## config.mk

```make
export PLATFORM = sky130hd
export DESIGN_NAME = status_reg_unit
export DESIGN_NICKNAME = d
export VERILOG_FILES = /design/src/rtl/program_flow_pkg.sv /design/src/rtl/status_stack.sv /design/src/rtl/status_reg_unit.sv
export SDC_FILE = /design/constraint.sdc
export NUM_CORES = 1
export LEC_CHECK = 0
export ABC_AREA = 1
export CAP_MARGIN = 30
export CORE_MARGIN = 2
export CORE_UTILIZATION = 46
export CTS_CLUSTER_SIZE = 24
export DETAILED_ROUTE_END_ITERATION = 8
export PLACE_DENSITY = 0.79
export RECOVER_POWER = 25
export SETUP_SLACK_MARGIN = 0.05
export SKIP_CTS_REPAIR_TIMING = 1
export SLEW_MARGIN = 20
export SYNTH_ARGS = -nofsm -noshare
export SYNTH_HDL_FRONTEND = slang
export SYNTH_SLANG_ARGS = --single-unit
```

## constraint.sdc

```tcl
create_clock -name clk -period 2.7 [get_ports clk]
set_clock_uncertainty 0.2 [all_clocks]
set_input_delay 0.54 -clock clk [delete_from_list [all_inputs] [get_ports clk]]
set_output_delay 0.54 -clock clk [all_outputs]
set_load 0.1 [all_outputs]
```

## src/rtl/program_flow_pkg.sv

```systemverilog
// Shared program-flow definitions: default widths, status flag bit positions
// and the decoded status-stack operation.
package program_flow_pkg;

    localparam int DEF_FLAG_W = 8;
    localparam int DEF_DATA_W = 20;

    localparam int FLAG_C = 0;
    localparam int FLAG_Z = 1;
    localparam int FLAG_N = 2;
    localparam int FLAG_V = 3;

    typedef enum logic [1:0] {
        STK_NONE     = 2'd0,
        STK_PUSH     = 2'd1,
        STK_POP      = 2'd2,
        STK_CONFLICT = 2'd3
    } stack_op_e;

    // push and pop together cancel both stack ops and count as an error
    function automatic stack_op_e decode_stack_op(input logic push, input logic pop);
        stack_op_e op;
        case ({push, pop})
            2'b10:   op = STK_PUSH;
            2'b01:   op = STK_POP;
            2'b11:   op = STK_CONFLICT;
            default: op = STK_NONE;
        endcase
        return op;
    endfunction

endpackage

```

## src/rtl/status_stack.sv

```systemverilog
// LIFO of status snapshots. Rejected ops (overflow, underflow, push/pop conflict)
// leave the stack untouched and raise err_o for that cycle.
module status_stack
    import program_flow_pkg::*;
#(
    parameter int FLAG_W = DEF_FLAG_W,
    parameter int DEPTH  = 4,
    localparam int DW    = $clog2(DEPTH + 1)
) (
    input  logic              clk_i,
    input  logic              rst_n_i,
    input  stack_op_e         op_i,
    input  logic [FLAG_W-1:0] wr_data_i,
    output logic [FLAG_W-1:0] top_o,
    output logic [DW-1:0]     depth_o,
    output logic              full_o,
    output logic              empty_o,
    output logic              err_o
);

    localparam int AW = (DEPTH > 1) ? $clog2(DEPTH) : 1;

    logic [FLAG_W-1:0] mem_q [DEPTH];
    logic [DW-1:0]     depth_q, depth_d;
    logic [AW-1:0]     wr_idx, rd_idx;
    logic              push_ok, pop_ok;

    assign full_o  = (depth_q == DW'(DEPTH));
    assign empty_o = (depth_q == '0);
    assign push_ok = (op_i == STK_PUSH) && !full_o;
    assign pop_ok  = (op_i == STK_POP) && !empty_o;
    assign err_o   = ((op_i == STK_PUSH) && full_o) ||
                     ((op_i == STK_POP) && empty_o) ||
                     (op_i == STK_CONFLICT);

    assign wr_idx  = AW'(depth_q);
    assign rd_idx  = AW'(depth_q - DW'(1));
    assign top_o   = mem_q[rd_idx];
    assign depth_o = depth_q;

    always_comb begin
        depth_d = depth_q;
        if (push_ok)
            depth_d = depth_q + DW'(1);
        else if (pop_ok)
            depth_d = depth_q - DW'(1);
    end

    always_ff @(posedge clk_i) begin
        if (!rst_n_i)
            depth_q <= '0;
        else
            depth_q <= depth_d;
    end

    // Contents are don't-care after reset, so the array carries no reset.
    always_ff @(posedge clk_i) begin
        if (rst_n_i && push_ok)
            mem_q[wr_idx] <= wr_data_i;
    end

endmodule

```

## src/rtl/status_reg_unit.sv

```systemverilog
// CPU status register with masked ALU flag update, LSTAT/SSTAT transfer to the
// data bus and a snapshot stack for context save/restore.
module status_reg_unit
    import program_flow_pkg::*;
#(
    parameter int              FLAG_W      = DEF_FLAG_W,
    parameter int              DATA_W      = DEF_DATA_W,
    parameter int              STACK_DEPTH = 4,
    parameter logic [FLAG_W-1:0] RESET_FLAGS = '0,
    localparam int             DW          = $clog2(STACK_DEPTH + 1)
) (
    input  logic              clk,
    input  logic              rst_n,
    input  logic [FLAG_W-1:0] alu_flags,
    input  logic [FLAG_W-1:0] alu_flags_we,
    input  logic              lstat_req,
    input  logic              sstat_we,
    input  logic [DATA_W-1:0] sstat_data,
    input  logic              push,
    input  logic              pop,
    input  logic              err_clr,
    output logic [FLAG_W-1:0] status,
    output logic [DATA_W-1:0] data_out,
    output logic              data_valid,
    output logic [DW-1:0]     depth,
    output logic              stack_err
);

    logic [FLAG_W-1:0] status_q, status_d;
    logic [DATA_W-1:0] data_out_q, data_out_d;
    logic              data_valid_q;
    logic              stack_err_q, stack_err_d;

    stack_op_e         stack_op;
    logic [FLAG_W-1:0] stk_top;
    logic              stk_empty, stk_err, pop_ok;
    logic              stk_full_unused;
    logic              sstat_hi_unused;

    assign stack_op        = decode_stack_op(push, pop);
    assign pop_ok          = (stack_op == STK_POP) && !stk_empty;
    assign sstat_hi_unused = ^sstat_data;

    status_stack #(
        .FLAG_W (FLAG_W),
        .DEPTH  (STACK_DEPTH)
    ) u_stack (
        .clk_i     (clk),
        .rst_n_i   (rst_n),
        .op_i      (stack_op),
        .wr_data_i (status_q),
        .top_o     (stk_top),
        .depth_o   (depth),
        .full_o    (stk_full_unused),
        .empty_o   (stk_empty),
        .err_o     (stk_err)
    );

    always_comb begin
        status_d = status_q;
        if (pop_ok)
            status_d = stk_top;
        else if (sstat_we)
            status_d = sstat_data[FLAG_W-1:0];
        else
            status_d = (status_q & ~alu_flags_we) | (alu_flags & alu_flags_we);
    end

    // A fresh error in the same cycle beats err_clr.
    always_comb begin
        stack_err_d = stack_err_q;
        if (stk_err)
            stack_err_d = 1'b1;
        else if (err_clr)
            stack_err_d = 1'b0;
    end

    always_comb begin
        data_out_d = data_out_q;
        if (lstat_req)
            data_out_d = DATA_W'(status_q);
    end

    always_ff @(posedge clk) begin
        if (!rst_n) begin
            status_q     <= RESET_FLAGS;
            data_out_q   <= '0;
            data_valid_q <= 1'b0;
            stack_err_q  <= 1'b0;
        end else begin
            status_q     <= status_d;
            data_out_q   <= data_out_d;
            data_valid_q <= lstat_req;
            stack_err_q  <= stack_err_d;
        end
    end

    assign status     = status_q;
    assign data_out   = data_out_q;
    assign data_valid = data_valid_q;
    assign stack_err  = stack_err_q;

endmodule

```

-- Word level (Yosys, flattened, before mapping)
Memories as Yosys holds them, arrays and structs flattened.
Cells that the tools add are included.
- register bits: 21
- latch bits: 0
- RAM bits: 32
- memory bits (read-only): 0
- input port bits: 43
- output and inout bits: 33
- word-level logic and storage cells: 40
- memories kept: 1
- add/subtract/negate cells: 2
- multiply operators: 0
- div/mod/pow operators: 0
- order comparisons: 0
- eq/ne operators: 7
- shift-type cells: 0
- muxes and demuxes: 9
- bitwise operators: 4
- reductions and logical operators: 12
- memory list (memory ; words ; width ; rd ports ; clocked after Yosys merged registers in ; write ports ; RTL line ; text):
    u_stack.mem_q ; 4 ; 8 ; 1 ; 0 ; 1 ; status_stack.sv:23 ; logic [FLAG_W-1:0] mem_q [DEPTH];
- operators with widths (cell ; count):
    8-bit bitwise AND ; 2
    8-bit 2-to-1 mux ; 2
    2-bit == test (second input constant) ; 4
    8-bit inverter ; 1
    8-bit bitwise OR ; 1
    3-bit 2-to-1 mux ; 2
    2-bit one-hot mux with 3 select lines ; 1
    1-bit logical AND ; 5
    2-bit by 1-bit == test with 1-bit output (second input constant) ; 2
    1-bit 2-to-1 mux ; 4
    2-bit nonzero test ; 2
    3-bit by 1-bit adder with 3-bit output (second input constant) ; 1
    3-bit == test (second input constant) ; 1
    3-bit logical NOT ; 1
    3-bit by 1-bit subtractor with 3-bit output (second input constant) ; 1
    1-bit logical NOT ; 2
    1-bit logical OR ; 2

-- Longest topological paths before layout
Gate-level depths: netlist of the first run.
- depth after elaboration: 7
- gate-level depth with buffers: 11
- mapped depth without buffers: 9

-- Cells and area by module
From an unflattened synthesis of the first run, not the netlist that was laid out.
- cell total of the unflattened synthesis: 295
- area, all modules: 2637.5 um^2
- modules (own cells, without submodules) (module ; times used ; cells an instance ; area each (um^2) ; seq. area each (um^2)):
    status_stack ; 1 ; 129 ; 1516.5 ; 1021.0
    status_reg_unit ; 1 ; 166 ; 1121.1 ; 360.3

-- Worst setup path after synthesis of the first run
Ideal clock, no wire load.
- kind: reg-to-reg
- start point: register u_stack.depth_q[0] (netlist: u_stack.depth_o[0])
- end point: memory u_stack.mem_q[1][0] in the netlist's numbering, enable pin
- arrival: 2.500 ns
- required time: 2.129 ns
- path slack: -0.371 ns
- cell stages (with the launch flop): 10
- buffers on the path: 2
- period minus slack after synthesis: 3.071 ns
- path through: dfxtp_1 -> buf_4 -> inv_4 -> buf_4 -> ha_1 -> nand2_1 -> inv_1 -> nor2_2 -> nand2_1 -> nor2_1
- word-level cells in the longest chain between the ends: 6
- ends and longest elaborated chain (what ; RTL line ; text):
    start, declared ; status_stack.sv:24 ; logic [DW-1:0] depth_q, depth_d;
    start signal, assigned ; status_stack.sv:53 ; depth_q <= depth_d;
    3-bit == test ; status_stack.sv:28 ; assign full_o = (depth_q == DW'(DEPTH));
    1-bit logical NOT ; status_stack.sv:30 ; assign push_ok = (op_i == STK_PUSH) && !full_o;
    1-bit logical AND ; status_stack.sv:30 ;
    1-bit logical AND ; status_stack.sv:58 ; if (rst_n_i && push_ok)
    1-bit 2-to-1 mux ; status_stack.sv:58 ;
    1-bit 2-to-1 mux (implied by the code) ; status_stack.sv:59 ; mem_q[wr_idx] <= wr_data_i;
    end, declared ; status_stack.sv:23 ;
Parallel ways exist; a longest one is shown, timed or not.

-- Final worst setup path of the first run
Ends and elaborated chain as after synthesis.

==> reports/summary.json, run 1 <==
{
  "detailed_routing": {
    "total_routed_wirelength_um": 4908,
    "detail_route.drc_violations": 0,
    "antenna_left": 0,
    "wl_per_cell_um": 12.43,
    "vias": 1901,
    "iteration_count_of_the_initial_detailed_routing_pass": 4,
    "drt_iter0_markers": 126,
    "viasPerCell": 4.813
  },
  "floorplanning": {
    "io_pins": 76,
    "initial_utilization": 0.4745,
    "placeableCoreArea_mm2": 0.005107,
    "die-area_mm2": 0.005865,
    "die_h_um": 76.59,
    "placement_rows": 26,
    "die_w_um": 76.59
  },
  "logic_synthesis": {
    "ys.flop_type": "sky130_fd_sc_hd__edfxtp_1",
    "ys_ff_latch": 53,
    "biggest_area_contributors_in_the_synthesized_netlist": "sky130_fd_sc_hd__edfxtp_1 (40%), sky130_fd_sc_hd__dfxtp_1 (17%), sky130_fd_sc_hd__nand2_1 (10%)",
    "synthDominantCellAreaShare": 0.3965,
    "number_of_flops_mapped_to_enable_cells_by_yosys": 32,
    "netlist.top_cell.by_area": "sky130_fd_sc_hd__edfxtp_1",
    "synth.yosys.seq_area_share": 0.5700,
    "post_synth_inst_count": 270,
    "postSynthAreaPerCell_um2": 8.976,
    "synth_async_sr_flop_share": 0,
    "synth.cell_area_mm2": 0.002424,
    "unique_cell_type_count_in_the_yosys_netlist": 24,
    "yosys_warnings": 0
  },
  "grt": {
    "grt_overflow": 0,
    "grt_antenna_before_repair": 0,
    "track_usage": 0.1743,
    "grt_first_pass_wirelength_um": 8162,
    "grt_max_degree": 22,
    "vias_in_the_first_global_route": 1767
  },
  "sta": {
    "maxSlewHeadroom": 0.6636,
    "aggregate_negative_setup_slack_ps": 0,
    "period_needed_ps": 2215,
    "worst_pin_slew_ps": 504.0,
    "final_hold_viol_count": 0,
    "timing.fmax_mhz": 451.5,
    "grt_setup_unrepaired": "no",
    "setup_violations": 0,
    "timing.final.crit_share": 0.8204,
    "report.final.slew_viol_count": 0,
    "hold_slack_ps": 283.2
  },
  "job": {
    "drv_cap": 0
  },
  "clocking": {
    "root_buffer": "sky130_fd_sc_hd__clkbuf_8",
    "clkSlewWorstSetupHoldPaths_ps": 80,
    "cts-buffers-inserted": 5,
    "ctsLongestPathBuffers": 2,
    "tritoncts": "yes",
    "worst_skew_pair.late_latency_ps": 290,
    "clock_tree.htree_level_count": 2,
    "clkSinkCount": 53
  },
  "final_layout": {
    "fillCellCount": 424,
    "layout_commonest_cell": "sky130_fd_sc_hd__nand2_1",
    "final_net_count": 372,
    "multi_input_comb_area_um2": 834.6,
    "layout_overhead_on_the_synthesized_area_pct": 23.80,
    "share_of_post_route_cells_with_drive_strength_above_1": 0.1415,
    "num_antenna_cells": 0,
    "layout_common_cells": "sky130_fd_sc_hd__nand2_1 (67), sky130_fd_sc_hd__edfxtp_1 (32), sky130_fd_sc_hd__clkdlybuf4s50_1 (30)",
    "area.sequential_mm2": 0.001386
  },
  "worst_setup_path": {
    "crit_end": "u_stack.mem_q[1][0]",
    "crit_path_max_fanout": 21,
    "max_stage_delay_ps": 510,
    "rrSetupSlack_ps": 480,
    "crit-reg2reg-launch": "u_stack.depth_o[0]",
    "cell_repeated_most_along_the_worst_path": "sky130_fd_sc_hd__nand2_1",
    "worst_setup_path_start_kind": "register",
    "worstSetupPathType": "register to register",
    "crit_path_cell_trace": "inv_4 -> ha_1 -> nand2_1 -> inv_1 -> nor2_2 -> nand2_1 -> nor2_1 -> buf_4",
    "critical_path_slowest_stage_cell": "sky130_fd_sc_hd__dfxtp_4",
    "crit-reg2reg-capture": "u_stack.mem_q[1][0]",
    "worst_ep_required_time_ps": 2500,
    "crit_path_end_kind": "register",
    "rr_worst_depth": 8,
    "critPathArrivalTime_ps": 2010,
    "critical_path.startpoint": "u_stack.depth_o[0]"
  },
  "outcome": {
    "run_status": "completed"
  },
  "power_and_ir_drop": {
    "cellLeakagePower_uw": 0.001317,
    "pwrdens_mw_per_mm2": 788.5,
    "power.ir.vdd_worst_uv": 453.9
  },
  "place": {
    "portBuffers": 51,
    "detailed_place_hpwl_um": 3571,
    "place.gp.congestion": 0.7776
  },
  "min_path": {
    "worst_hold_path_type": "register to register"
  }
}
-- cell type report --
class | count | share of cell area
clock buffers | 5 | 0.02294
clock inverters | 3 | 0.005421
inverters | 25 | 0.03211
multi-input cells | 181 | 0.2781
flip-flops and latches | 53 | 0.4621
well taps | 70 | 0.02919
repair buffers | 58 | 0.1701
-- power by group --
part / switching [µW] / internal, µW
registers: 76.1 / 938
logic: 697 / 244
clock network: 232 / 180
-- synthesized netlist by cell type, types with 3 or more instances --
| master | count |
|---|---|
| sky130_fd_sc_hd__nand2_2 | 3 |
| sky130_fd_sc_hd__nor2_1 | 26 |
| sky130_fd_sc_hd__o21ai_0 | 18 |
| sky130_fd_sc_hd__buf_4 | 15 |
| sky130_fd_sc_hd__edfxtp_1 | 32 |
| sky130_fd_sc_hd__o21ai_1 | 6 |
| sky130_fd_sc_hd__a21oi_1 | 19 |
| sky130_fd_sc_hd__inv_1 | 22 |
| sky130_fd_sc_hd__nand2_1 | 67 |
| sky130_fd_sc_hd__dfxtp_1 | 21 |
| sky130_fd_sc_hd__buf_2 | 4 |
| sky130_fd_sc_hd__nand3_1 | 20 |
| sky130_fd_sc_hd__ha_1 | 5 |
-- per-layer routing --
metal  vias up  global-route usage  part of all wire
met4         0             0.06000             0.015
li1        964                   -                 -
met1       862              0.2225              0.46
met3         8             0.02725             0.042
met2        67              0.3018              0.49
met5         -                   0                 0
-- worst max-delay path, delay by kind of cell, from the launching register on --
| kind | cells | cell delay, ps |
|---|---|---|
| and+or+nand+nor | 4 | 510 |
| DFF | 1 | 510 |
| adders and majority gates | 1 | 270 |
| buffers and inverters | 3 | 420 |
-- logic make-up after synthesis --
| logic type | synth area share |
|---|---|
| adder cells (fa/ha/maj) | 0.02581 |
| flip-flops | 0.5700 |
| buffers and inverters | 0.1027 |
| AO/OA/AOI/OAI | 0.09603 |
| other | 0.001547 |
| AND/OR/NAND/NOR | 0.2039 |
-- per-stage QoR --
stage	setup WS (ps)	utilization	power [µW]	cell area, µm²	std cells
2_1_floorplan	155.2	-	1770	2470	281
5_1_grt	316.3	0.5875	2490	3000	395
4_1_cts	503.4	0.5875	2376	3000	395
3_3_place_gp	431.4	0.5708	1948	2915	387
6_report	484.9	0.5875	2366	3000	395
3_5_place_dp	414.0	0.5708	1971	2915	387
-- worst min-delay path by stage --
stage / start / cells past startpoint / endpoint
4_1_cts: stack_err / 2 / stack_err
5_1_grt: stack_err / 2 / stack_err
3_5_place_dp: stack_err / 2 / stack_err
2_1_floorplan: u_stack.mem_q[1][7] / 4 / register
6_report: stack_err / 2 / stack_err
3_3_place_gp: stack_err / 2 / stack_err
Note: power is estimated with default switching activity, not from simulation.
==> inputs of run 2 (changes only) <==
--- a/config.mk
+++ b/config.mk
@@ -8,10 +8,10 @@
 export ABC_AREA = 1
 export CAP_MARGIN = 30
 export CORE_MARGIN = 2
-export CORE_UTILIZATION = 46
+export CORE_UTILIZATION = 42
 export CTS_CLUSTER_SIZE = 24
 export DETAILED_ROUTE_END_ITERATION = 8
-export PLACE_DENSITY = 0.79
+export PLACE_DENSITY = 0.76
 export RECOVER_POWER = 25
 export SETUP_SLACK_MARGIN = 0.05
 export SKIP_CTS_REPAIR_TIMING = 1
==> constraint.sdc (replaced) <==
create_clock -name clk -period 1.85 [get_ports clk]
set_clock_uncertainty 0.2 [all_clocks]
set_input_delay 0.37 -clock clk [delete_from_list [all_inputs] [get_ports clk]]
set_output_delay 0.37 -clock clk [all_outputs]
set_load 0.1 [all_outputs]
==> run 2 against run 1 <==
Net effect: power up 66%; die area grew 9.0%; register-to-register slack worse by 320 ps; wire length increased by 1.1%; core utilization up 3.9 points; sequential power is 47% higher; largest power group is now combinational cells; setup slack worse by 340 ps; global-route usage is 0.25 points lower; combinational power up 89%.
==> reports/summary.json, run 2 (same netlist as run 1, synthesis figures left out) <==
{
  "place": {
    "place.gp.congestion": {"value": 0.7174, "change": "was 0.7776"},
    "detailed_place_hpwl": {"value": 3921, "unit": "µm", "change": "was 3571 µm"},
    "numPlacedInstances": {"value": 394, "change": "was 387"},
    "portBuffers": {"value": 51, "change": "unchanged"},
    "pre_cts_slack": {"value": -94.16, "unit": "ps", "change": "was 414.0 ps"},
    "placed_cell_area": {"value": 0.003374, "unit": "mm²", "change": "was 0.002915 mm²"}
  },
  "detailed_routing": {
    "total_routed_wirelength": {"value": 4964, "unit": "µm", "change": "was 4908 µm"},
    "wl_per_cell": {"value": 12.35, "unit": "µm", "change": "was 12.43 µm"},
    "antenna_left": {"value": 0, "change": "unchanged"},
    "viasPerCell": {"value": 4.759, "change": "was 4.813"},
    "vias": {"value": 1913, "change": "was 1901"},
    "drt_iter0_markers": {"value": 87, "change": "was 126"},
    "detail_route.drc_violations": {"value": 0, "change": "unchanged"},
    "iteration_count_of_the_initial_detailed_routing_pass": {"value": 4, "change": "unchanged"}
  },
  "grt": {
    "track_usage": {"value": 0.1718, "change": "was 0.1743"},
    "grt_max_degree": {"value": 21, "change": "was 22"},
    "grt_antenna_before_repair": {"value": 0, "change": "unchanged"},
    "grt_overflow": {"value": 0, "change": "unchanged"},
    "grt_first_pass_wirelength": {"value": 8445, "unit": "µm", "change": "was 8162 µm"},
    "vias_in_the_first_global_route": {"value": 1865, "change": "was 1767"}
  },
  "sta": {
    "min_setup_slack_post_route": {"value": 144.6, "unit": "ps", "change": "was 484.9 ps"},
    "setup_violations": {"value": 0, "change": "unchanged"},
    "period_needed_ps": 1705,
    "report.final.slew_viol_count": {"value": 0, "change": "unchanged"},
    "hold_slack": {"value": 311.5, "unit": "ps", "change": "was 283.2 ps"},
    "timing.final.crit_share": 0.9218,
    "timing.fmax_mhz": 586.4,
    "final_hold_viol_count": {"value": 0, "change": "unchanged"},
    "grt_setup_unrepaired": {"value": "no", "change": "unchanged"}
  },
  "power_and_ir_drop": {
    "seq_power_share": {"value": 0.378, "change": "was 0.429"},
    "power_share_of_the_combinational_group": {"value": 0.453, "change": "was 0.397"},
    "cellLeakagePower": {"value": 0.001449, "unit": "µW", "change": "was 0.001317 µW"},
    "pwrdens": {"value": 1130, "unit": "mW/mm²", "change": "was 788.5 mW/mm²"},
    "p_int": {"value": 2266, "unit": "µW", "change": "was 1362 µW"},
    "net-switching-power": {"value": 1654, "unit": "µW", "change": "was 1004 µW"},
    "p_sw_frac": {"value": 0.4219, "change": "was 0.4245"},
    "power.ir.vdd_worst": {"value": 651.6, "unit": "µV", "change": "was 453.9 µV"},
    "power.total": {"value": 3920, "unit": "µW", "change": "was 2366 µW"},
    "clock_power_share": {"value": 0.168, "change": "was 0.174"}
  },
  "clocking": {
    "cts-buffers-inserted": {"value": 5, "change": "unchanged"},
    "worst_skew_pair.late_latency": {"value": 300, "unit": "ps", "change": "was 290 ps"},
    "clkSinkCount": {"value": 53, "change": "unchanged"},
    "clock_tree.htree_level_count": {"value": 2, "change": "unchanged"},
    "root_buffer": {"value": "sky130_fd_sc_hd__clkbuf_8", "change": "unchanged"},
    "ctsLongestPathBuffers": {"value": 2, "change": "unchanged"},
    "tritoncts": {"value": "yes", "change": "unchanged"},
    "clkSlewWorstSetupHoldPaths": {"value": 90, "unit": "ps", "change": "was 80 ps"}
  },
  "worst_setup_path": {
    "rrSetupSlack": {"value": 160, "unit": "ps", "change": "was 480 ps"},
    "crit_path_end_kind": {"value": "primary output", "change": "was register"},
    "critPathArrivalTime": {"value": 1140, "unit": "ps", "change": "was 2010 ps"},
    "worstSetupPathType": {"value": "register to primary output", "change": "was register to register"},
    "worst_ep_required_time": {"value": 1280, "unit": "ps", "change": "was 2500 ps"},
    "worst_setup_path_start_kind": {"value": "register", "change": "unchanged"},
    "crit_path_max_fanout": {"value": 20, "change": "was 21"}
  },
  "final_layout": {
    "final_cell_area": {"value": 0.003470, "unit": "mm²", "change": "was 0.003000 mm²"},
    "share_of_post_route_cells_with_drive_strength_above_1": {"value": 0.2424, "change": "was 0.1415"},
    "instances_no_fill": {"value": 402, "change": "was 395"},
    "layout_common_cells": {"value": "sky130_fd_sc_hd__nand2_1 (65), sky130_fd_sc_hd__edfxtp_1 (32), sky130_fd_sc_hd__clkdlybuf4s50_1 (30)", "change": "was sky130_fd_sc_hd__nand2_1 (67), sky130_fd_sc_hd__edfxtp_1 (32), sky130_fd_sc_hd__clkdlybuf4s50_1 (30)"},
    "num_antenna_cells": {"value": 0, "change": "unchanged"},
    "layout_overhead_on_the_synthesized_area": {"value": 43.16, "unit": "%", "change": "was 23.80%"},
    "layout_commonest_cell": {"value": "sky130_fd_sc_hd__nand2_1", "change": "unchanged"},
    "final_net_count": {"value": 377, "change": "was 372"}
  },
  "floorplanning": {
    "die_h": {"value": 79.97, "unit": "µm", "change": "was 76.59 µm"},
    "die-area": {"value": 0.006394, "unit": "mm²", "change": "was 0.005865 mm²"},
    "initial_utilization": {"value": 0.4374, "change": "was 0.4745"},
    "io_pins": {"value": 76, "change": "unchanged"},
    "placeableCoreArea": {"value": 0.005540, "unit": "mm²", "change": "was 0.005107 mm²"},
    "die_w": {"value": 79.97, "unit": "µm", "change": "was 76.59 µm"},
    "placement_rows": {"value": 27, "change": "was 26"}
  },
  "job": {
    "drv_cap": {"value": 0, "change": "unchanged"}
  },
  "min_path": {
    "worst_hold_path_type": {"value": "register to register", "change": "unchanged"}
  },
  "outcome": {
    "run_status": {"value": "completed", "change": "unchanged"}
  }
}
-- run 2: changes by cell type in the layout (fill, tap and decap cells not counted), sizes merged --
| cell | delta |
|---|---|
| buf | +5 |
| clkinv | -2 |
| clkinvlp | +2 |
-- run 2: power by group through the flow --
stage | sequential [µW] | clock, µW | combinational [µW]
finish | 1480 | 660 | 1780
global route | 1500 | 710 | 1910
CTS | 1480 | 670 | 1780
detailed placement | 1510 | 0 | 1780
global placement | 1500 | 0 | 1750
floorplan | 1930 | 0 | 859
-- run 2: worst max-delay path, stage by stage, from the launching register on --
cell and delay [ps]:
sky130_fd_sc_hd__dfxtp_4 380, sky130_fd_sc_hd__buf_4 240, sky130_fd_sc_hd__buf_12 210
-- run 2: routing by layer --
layer	vias to the layer above	routed length, µm	GRT usage
li1	972	-	-
met1	864	2101	0.2174
met2	72	2444	0.2883
met3	5	376	0.04751
met4	0	42	0.04746
met5	-	0	0
-- run 2: final timing paths --
path,startpoint,to,cells after the start
setup / recovery,u_stack.depth_o[0],depth[0],2
hold / removal,stack_err,stack_err,2
setup reg to reg,u_stack.depth_o[1],u_stack.mem_q[3][0],7
hold reg to reg,stack_err,stack_err,2
-- run 2: cell type report --
| cell class | count | area [µm²] |
|---|---|---|
| inverter | 25 | 111.4 |
| multi-input combinational | 181 | 972.2 |
| clock inverter | 3 | 26.28 |
| clock buffer | 5 | 68.82 |
| tap | 72 | 90.09 |
| timing repair buffer | 63 | 810.8 |
| sequential | 53 | 1390 |
| fill | 442 | 2071 |
-- run 2: per-stage QoR --
| step | utilization | setup TNS, ps |
|---|---|---|
| after global placement | 0.6091 | -1789 |
| final | 0.6262 | 0 |
| after detailed placement | 0.6091 | -2532 |
| after CTS | 0.6262 | 0 |
| after floorplan | - | -9016 |
| after global routing | 0.6262 | 0 |
==> inputs of run 3 (changes only) <==
--- a/config.mk
+++ b/config.mk
@@ -9,7 +9,6 @@
 export CAP_MARGIN = 30
 export CORE_MARGIN = 2
 export CORE_UTILIZATION = 42
-export CTS_CLUSTER_SIZE = 24
 export DETAILED_ROUTE_END_ITERATION = 8
 export PLACE_DENSITY = 0.76
 export RECOVER_POWER = 25
==> results of run 3 <==
Same layout as run 2: the final DEF is identical, and so are final timing and power.
